File: src/rtl/utx.sv
// utx: UART transmitter. Frames a byte as start, 8 data bits (LSB first),
// optional parity bit and 1 or 2 stop bits, each CLKS_PER_BIT clocks long.
// Ports:
//   clk    - clock, all state changes on rising edge
//   rstn   - synchronous reset, active-high
//   inbyte - byte to send, latched on the accepting edge
//   load   - transmit request, level-sampled while idle
//   busy   - registered, high while a frame is in progress
//   tx     - registered serial line, idle high
module utx #(
    parameter int unsigned CLKS_PER_BIT = 87,
    parameter int unsigned PARITY       = 0,
    parameter int unsigned STOP_BITS    = 1
) (
    input  logic       clk,
    input  logic       rstn,
    input  logic [7:0] inbyte,
    input  logic       load,
    output logic       busy,
    output logic       tx
);

    localparam int unsigned CNT_W = 16;
    localparam int unsigned BIT_W = 3;
    localparam logic [CNT_W-1:0] CNT_LAST  = CNT_W'(CLKS_PER_BIT - 1);
    localparam logic [BIT_W-1:0] STOP_LAST = BIT_W'(STOP_BITS - 1);
    localparam logic [BIT_W-1:0] DATA_LAST = BIT_W'(7);
    localparam logic             HAS_PAR   = (PARITY != 0);
    localparam logic             PAR_ODD   = (PARITY == 1);

    typedef enum logic [2:0] {
        S_IDLE   = 3'd0,
        S_START  = 3'd1,
        S_DATA   = 3'd2,
        S_PARITY = 3'd3,
        S_STOP   = 3'd4
    } state_t;

    state_t             state, state_nxt;
    logic [CNT_W-1:0]   cnt, cnt_nxt;
    logic [BIT_W-1:0]   bitn, bitn_nxt;
    logic [7:0]         shreg, shreg_nxt;
    logic               tx_nxt, busy_nxt;
    logic               bit_done_c;
    logic               par_bit_c;

    assign bit_done_c = (cnt == CNT_LAST);
    // Even parity is the XOR of the data; odd is its inverse.
    assign par_bit_c  = (^shreg) ^ PAR_ODD;

    // State and datapath registers; tx and busy are registered here too.
    always_ff @(posedge clk) begin
        if (rstn) begin
            state <= S_IDLE;
            cnt   <= '0;
            bitn  <= '0;
            shreg <= '0;
            tx    <= 1'b1;
            busy  <= 1'b0;
        end else begin
            state <= state_nxt;
            cnt   <= cnt_nxt;
            bitn  <= bitn_nxt;
            shreg <= shreg_nxt;
            tx    <= tx_nxt;
            busy  <= busy_nxt;
        end
    end

    // Next-state logic.
    always_comb begin
        state_nxt = state;
        case (state)
            S_IDLE:   if (load) state_nxt = S_START;
            S_START:  if (bit_done_c) state_nxt = S_DATA;
            S_DATA:   if (bit_done_c && (bitn == DATA_LAST))
                          state_nxt = HAS_PAR ? S_PARITY : S_STOP;
            S_PARITY: if (bit_done_c) state_nxt = S_STOP;
            S_STOP:   if (bit_done_c && (bitn == STOP_LAST)) state_nxt = S_IDLE;
            default:  state_nxt = S_IDLE;
        endcase
    end

    // Next values of counters, latched byte and registered outputs.
    // tx_nxt is the level of the bit that starts at the coming edge.
    always_comb begin
        cnt_nxt   = bit_done_c ? '0 : cnt + CNT_W'(1);
        bitn_nxt  = bitn;
        shreg_nxt = shreg;
        tx_nxt    = tx;
        busy_nxt  = busy;
        case (state)
            S_IDLE: begin
                cnt_nxt  = '0;
                bitn_nxt = '0;
                tx_nxt   = 1'b1;
                busy_nxt = 1'b0;
                if (load) begin
                    shreg_nxt = inbyte;
                    tx_nxt    = 1'b0;
                    busy_nxt  = 1'b1;
                end
            end
            S_START: begin
                if (bit_done_c) begin
                    bitn_nxt = '0;
                    tx_nxt   = shreg[0];
                end
            end
            S_DATA: begin
                if (bit_done_c) begin
                    if (bitn == DATA_LAST) begin
                        bitn_nxt = '0;
                        tx_nxt   = HAS_PAR ? par_bit_c : 1'b1;
                    end else begin
                        bitn_nxt = bitn + BIT_W'(1);
                        tx_nxt   = shreg[bitn + BIT_W'(1)];
                    end
                end
            end
            S_PARITY: begin
                if (bit_done_c) begin
                    bitn_nxt = '0;
                    tx_nxt   = 1'b1;
                end
            end
            S_STOP: begin
                if (bit_done_c) begin
                    if (bitn == STOP_LAST) begin
                        bitn_nxt = '0;
                        tx_nxt   = 1'b1;
                        busy_nxt = 1'b0;
                    end else begin
                        bitn_nxt = bitn + BIT_W'(1);
                    end
                end
            end
            default: begin
                tx_nxt   = 1'b1;
                busy_nxt = 1'b0;
            end
        endcase
    end

endmodule

File: config.mk
export PLATFORM = sky130hd
export DESIGN_NAME = utx
export DESIGN_NICKNAME = d
export VERILOG_FILES = /design/src/rtl/utx.sv
export SDC_FILE = /design/constraint.sdc
export NUM_CORES = 1
export LEC_CHECK = 0
export CAP_MARGIN = 10
export CORE_UTILIZATION = 30
export CTS_CLUSTER_SIZE = 40
export DETAILED_ROUTE_END_ITERATION = 12
export GPL_TIMING_DRIVEN = 0
export SETUP_SLACK_MARGIN = 0.05
export SLEW_MARGIN = 15
export SYNTH_ARGS = -nofsm -noshare
export SYNTH_HDL_FRONTEND = slang
export SYNTH_SLANG_ARGS = --single-unit
export TNS_END_PERCENT = 1
File: constraint.sdc
create_clock -name clk -period 2.1 [get_ports clk]
set_input_delay 0.42 -clock clk [delete_from_list [all_inputs] [get_ports clk]]
set_output_delay 0.42 -clock clk [all_outputs]
set_load 0.03 [all_outputs]
==> results of run 1 <==
[area by class of cell]
cell class | count | area (um^2) | area share
clock buffers | 7 | 96.3 | 0.0523
well taps | 67 | 83.8 | 0.0455
repair buffers | 12 | 118 | 0.0639
flip-flops and latches | 32 | 644 | 0.350
multi-input cells | 135 | 850 | 0.461
inverters | 7 | 26.3 | 0.0143
plain buffers | 5 | 23.8 | 0.0129
[power breakdown]
group	switching, W	internal, W
Sequential	0.0000180	0.000633
Clock	0.000222	0.000292
Combinational	0.0000961	0.0000749
[what timing repair did]
item | in CTS | in global routing
pin swaps | 0 | 2
setup buffers | 0 | 1
resized for setup | 1 | 2
setup endpoints to repair | 1 | 12
[logic make-up after synthesis]
logic type / synth area share
AO/OA/AOI/OAI: 0.115
XOR/XNOR: 0.0688
adder cells (fa/ha/maj): 0.0483
buffers and inverters: 0.0328
flip-flops: 0.419
multiplexers: 0.0352
AND/OR/NAND/NOR: 0.281
[synthesized netlist by cell type, types with 4 or more instances]
master   count
nor2_1      26
xor2_1       8
nand2_1     24
nand3_1      7
o21ai_0      4
xnor2_1      4
dfxtp_1     32
a21oi_1     13
ha_1         5
nor3_1       5
inv_1        7
nand4_1      4
[tightest hold or removal path, delay by kind of cell (launching register included)]
family	cells	cell delay (ns)
flip-flops	1	0.31
AND/OR/NAND/NOR	1	0.05
AO/OA/AOI/OAI	1	0.05
[worst paths after layout]
check	from	end	slack (ns)	depth (start not counted)
setup / recovery	bitn[0]	tx	0.14	7
hold / removal	shreg[3]	shreg[3]	0.46	2
setup reg to reg	bitn[0]	tx	0.14	7
hold reg to reg	shreg[3]	shreg[3]	0.46	2
[layout by cell type (no fill, tap or decap), types with 5 or more instances in the layout]
| master | netlist | final |
|---|---|---|
| nand3_1 | 7 | 7 |
| nor2_1 | 26 | 26 |
| nand2_1 | 24 | 24 |
| inv_1 | 7 | 7 |
| a21oi_1 | 13 | 13 |
| nor3_1 | 5 | 5 |
| clkdlybuf4s50_1 | 0 | 11 |
| dfxtp_1 | 32 | 31 |
| clkbuf_8 | 0 | 7 |
| xor2_1 | 8 | 8 |
[stage by stage]
stage / setup WS, ns / cell area [um^2] / total power, W / TNS, ns / hold slack [ns]
after global placement: -0.0219 / 1720 / 0.000836 / -0.0219 / 0.442
after CTS: 0.0856 / 1820 / 0.00135 / 0 / 0.458
after floorplan: 0.222 / 1530 / 0.000780 / 0 / 0.433
after detailed placement: 0.00404 / 1720 / 0.000835 / 0 / 0.448
after global routing: 0.00352 / 1840 / 0.00141 / 0 / 0.481
final: 0.140 / 1840 / 0.00134 / 0 / 0.455
[layer usage]
metal,global-route usage,vias up
met5,0,-
met4,0.0641,0
met3,0.0329,5
met2,0.187,17
met1,0.171,581
li1,-,657
[state kept, by name, indices dropped and copies added, names as in the netlist]
name	count
cnt	16
shreg	8
busy	1
tx	1
bitn	3
state	3
==> impl_results.md, run 1 <==
- Outcome: complete, no violations
- Port buffer count: 11
- GR Overflow Total: 0
- DR pass1 iterations: 4
- Worst skew pair latency: ~0.28 ns
- Sequential share of the synthesized area: 0.419
- Worst Path Buf+Inv: 1
- Final Instance Count excl. Fillers: between 200 and 300
- RSZ-0062 raised after global routing: true
- Yosys warnings: 0
- Max clock buf depth: 2
- Synth area leaders: dfxtp_1, nor2_1, nand2_1
- Top FF cell, synth: dfxtp_1
- TritonCTS clock tree: yes
- Hold-fix buffers, CTS: 0
- Hold Fails Final Rpt: 0
- Count of different cell masters after synthesis: 42
- Largest net degree at the start of global routing: 11
- CP Max Fanout: 6
- Layout cell share with drive strength beyond 1: 0.106
- CTS clk-pin slew, worst paths: approximately 0.060 ns
- Vias in the first global route: 1,141
- Post-synthesis async set-or-reset flop share: 0
- Slew headroom: 0.587
- Filler Cells Inserted: slightly above 500
- WL/cell: roughly 11 um
- Vias per inst: about 4.8
- Final GP Congestion: 0.781
- Std cell rows: 25
- Peak VDD IR: between 0.0003 and 0.0004 V
- Crit path capture type: flip-flop
- Setup Viol. Count Final: 0
- Die Wd: roughly 73 um
- CTS sink cnt: 32
- Max_cap viols: 0
- Setup crit start kind: flip-flop
- DIE AREA: between 5000 and 6000 um^2
- CP Data Required Time: between 2 and 2.5 ns
- Share of Yosys cell area claimed by the top area cell type: 0.419
- Final net count: ~210
- First-pass GRT wire length: a little over 5000 um
- Met1 wire length: 1560 um
- Placed cells: about 260
- Initial antenna violation count: 0
- Die height: roughly 73 um
- Core area: 4820 um^2
- Min-Delay Path Class: flip-flop to flip-flop
- ANT nets after route: 0
- Final Cycle Share: 0.933
- Lkg Pwr: about 0.66 nW
- Routed vias: ~1,300
- Fmax: slightly above 500 MHz
- Synth area leader: dfxtp_1
- Total CTS buffers: 5
- Syn_nets: between 150 and 200
- GRT Total Usage: 0.127
- Initial core utilization: 0.317
- Met2 wire len: 1260 um
- Average size of a mapped cell: 8.53 um^2
- Mapped cell area: between 1500 and 2000 um^2
- Diodes inserted: 0
- Number of synthesized flops with an enable pin: 0
- Max Transition Viols Final: 0
- Top layer in use: met4
- Worst Tran Pin Value: around 0.62 ns
- CTS HTree Levels: 2
- Met3 wire length: 82 um
- Critical path, cell by cell: inv_1 -> ha_4 -> mux4_2 -> nand2_1 -> o21ai_0 -> o31ai_1 -> a41oi_1
- Drt initial violations: 41
- Mapped Cells: between 150 and 200
- Layout area overhead: 20.6%
- Skew final: between 0.004 and 0.005 ns
- Critical Path Max Stage Delay: 0.48 ns
- Post-DP HPWL: 2130 um
- Final wirelength: between 2000 and 3000 um
- Critical-path top delay cell: mux4_2
- Finished Core Util: 0.382
- Top Ports: 13
- Cell Pwr Density: 725 nW/um^2
- #FFs+latches synth: 32
- DRC violations left: 0
- Root Driver: clkbuf_8
- Crit path time final: just under 2 ns
- Worst path top cell family by delay: compound AO/OA/AOI/OAI gates
- Setup CP Type: flip-flop to flip-flop
- WP data arrival: approximately 2.1 ns
Power figures use the tool's default switching activity.
==> run 2: changes to the inputs <==
Settings changed: CORE_MARGIN set to 2.
==> run 2 against run 1 <==
  * Non-clock buffer count up 1
  * Cell count up 0.38%
  * Critical path depth did not move
  * Count of clock-buffer cells in the layout decreased by 1
  * Sequential power is essentially flat
  * Register-to-register slack barely moved
  * Clock power decreased by 14%
  * Wire length up 2.3%
  * Die area grew 5.5%
  * Cell area is 0.54% lower
  * Hold slack got worse by 0.0034 ns
==> impl_results.md, run 2 (same netlist as run 1, synthesis figures left out) <==
- Max clock buf depth: 2 (unchanged)
- Commonest non-fill, non-tap cells in the layout: dfxtp_1, nor2_1, nand2_1, a21oi_1, clkdlybuf4s50_1
- Cell Pwr Density: 692 nW/um^2 (-4.6%)
- Routed vias: 1,250 (-0.79%)
- Worst Path Buf+Inv: 1 (unchanged)
- Worst skew pair latency: 0.28 ns (about the same)
- Post-DP HPWL: 2160 um (+1.0%)
- DRC violations left: 0 (unchanged)
- CP Data Required Time: 2.24 ns (about the same)
- Std cell rows: 25 (unchanged)
- Crit path time final: 1.97 ns (+0.0136 ns)
- CTS clk-pin slew, worst paths: 0.06 ns (about the same)
- TritonCTS clock tree: yes
- Max Transition Viols Final: 0 (unchanged)
- Overall power: 0.00127 W (-5.1%)
- Peak VDD IR: 0.000400 V (+8.5%)
- Port buffer count: 11 (unchanged)
- Setup CP Type: flip-flop to flip-flop
- Int Power: 0.000933 W (-6.7%)
- Register with the most flip-flops: cnt
- Placed cells: 257 (unchanged)
- Finished Core Util: 0.380 (-0.00208)
- Final wirelength: 3040 um (+2.3%)
- Final instance area: 1830 um^2 (-0.54%)
- Vias in the first global route: 1,133 (-0.70%)
- CTS HTree Levels: 2 (unchanged)
- Sequential Power Share: 0.514 (+0.027)
- Final Cycle Share: 0.940 (+0.00646)
- Root Driver: clkbuf_8
- Largest regs: cnt: 16 flops, shreg: 8 flops
- DR pass1 iterations: 4 (unchanged)
- Min-Delay Path Class: flip-flop to flip-flop
- Skew final: 0.00496 ns (+0.000759 ns)
- GRT Total Usage: 0.123 (-0.00407)
- Top Ports: 13 (unchanged)
- GR Overflow Total: 0 (unchanged)
- Diodes inserted: 0 (unchanged)
- DIE AREA: 5680 um^2 (+5.5%)
- Switching pwr: 0.000335 W (-0.41%)
- Initial core utilization: 0.317 (unchanged)
- Final setup TNS: 0 ns (unchanged)
- Drt initial violations: 38 (-7.3%)
- Largest register FFs: 16 (unchanged)
- Final Instance Count excl. Fillers: 266 (+0.38%)
- Hold Fails Final Rpt: 0 (unchanged)
- Critical path, cell by cell: inv_1 -> ha_4 -> mux4_2 -> nand2_1 -> o21ai_0 -> o31ai_1 -> a41oi_1
- Initial antenna violation count: 0 (unchanged)
- Slew headroom: 0.564 (-0.0232)
- Vias per inst: 4.70 (-1.2%)
- Outcome: complete, no violations
- Most common cell after layout, fill and taps aside: dfxtp_1
- WL/cell: 11.4 um (+1.9%)
- Setup Viol. Count Final: 0 (unchanged)
- Net Sw Frac: 0.264 (+0.0124)
- Final net count: 215 (+0.47%)
- Setup crit start kind: flip-flop
- Die Wd: 75.4 um (+2.7%)
- Largest net degree at the start of global routing: 11 (unchanged)
- DP Area: 1720 um^2 (unchanged)
- Layout area overhead: 19.9%
- Critical-path top delay cell: mux4_2
- Worst Tran Pin Value: 0.651 ns (+0.0347 ns)
- Die height: 75.4 um (+2.7%)
- Fmax: 507 MHz (-0.69%)
- Total CTS buffers: 5 (unchanged)
- Hold-fix buffers, CTS: 0 (unchanged)
- Crit path capture type: flip-flop
- Clk pwr share: 0.351 (-0.034)
- Lkg Pwr: 0.658 nW (-0.50%)
- CP Max Fanout: 4 (-2)
- First-pass GRT wire length: 5310 um (+2.5%)
- ANT nets after route: 0 (unchanged)
- CTS sink cnt: 32 (unchanged)
- Layout cell share with drive strength beyond 1: 0.111 (+0.00449)
- Core area: 4820 um^2 (unchanged)
- RSZ-0062 raised after global routing: true
- WP data arrival: 2.11 ns (about the same)
- Critical Path Max Stage Delay: 0.49 ns (about the same)
- Max_cap viols: 0 (unchanged)
- Gate power share: 0.136 (+0.008)
- Worst path top cell family by delay: compound AO/OA/AOI/OAI gates
- Final GP Congestion: 0.784 (+0.33%)
-- run 2: cell types whose count changed in the layout (fill, tap and decap cells not counted), sizes merged --
cell	previous run	this run
buf	3	4
clkbuf	10	9
clkinv	0	1
-- run 2: area by class of cell --
type                    count  area [um^2]
repair buffers             13          125
clock buffers               6         72.6
flip-flops and latches     32          646
inverters                   7         26.3
well taps                  67         83.8
clock inverters             1         5.00
multi-input cells         135          850
fillers                   515         2990
plain buffers               5         23.8
-- run 2: power groups by stage --
| stage | Sequential [W] | Clock [W] | Combinational [W] |
|---|---|---|---|
| after floorplan | 0.000672 | 0 | 0.000108 |
| after global placement | 0.000666 | 0 | 0.000170 |
| after detailed placement | 0.000666 | 0 | 0.000171 |
| after CTS | 0.000652 | 0.000458 | 0.000172 |
| after global routing | 0.000654 | 0.000484 | 0.000194 |
| final | 0.000651 | 0.000444 | 0.000172 |
-- run 2: layer usage --
layer	track usage	share of wire
met4	0.0526	0.011
met5	0	0
met1	0.179	0.55
met2	0.171	0.42
met3	0.0331	0.024
-- run 2: what timing repair did --
item | CTS | global route
pin swaps | 0 | 3
setup buffers | 0 | 2
endpoints found under the setup margin | 1 | 11
endpoints found under the hold margin | 0 | 0
resized for setup | 2 | 2
-- run 2: metrics by stage --
step                worst slack (ns)  hold WS (ns)
floorplan                      0.222         0.433
global placement             -0.0225         0.443
detailed placement           -0.0346         0.445
CTS                            0.110         0.455
global route                  0.0201         0.477
finish                         0.127         0.452
-- run 2: final timing paths --
path / from / endpoint / slack [ns] / cells past startpoint
min: shreg[6] / shreg[6] / 0.45 / 2
max reg2reg: bitn[0] / tx / 0.13 / 7
max: bitn[0] / tx / 0.13 / 7
min reg2reg: shreg[6] / shreg[6] / 0.45 / 2
-- run 2: worst min-delay path, delay by kind of cell (launching register included) --
kind | cells | cell delay (ns)
simple gates | 1 | 0.05
compound gates | 1 | 0.05
flops | 1 | 0.31
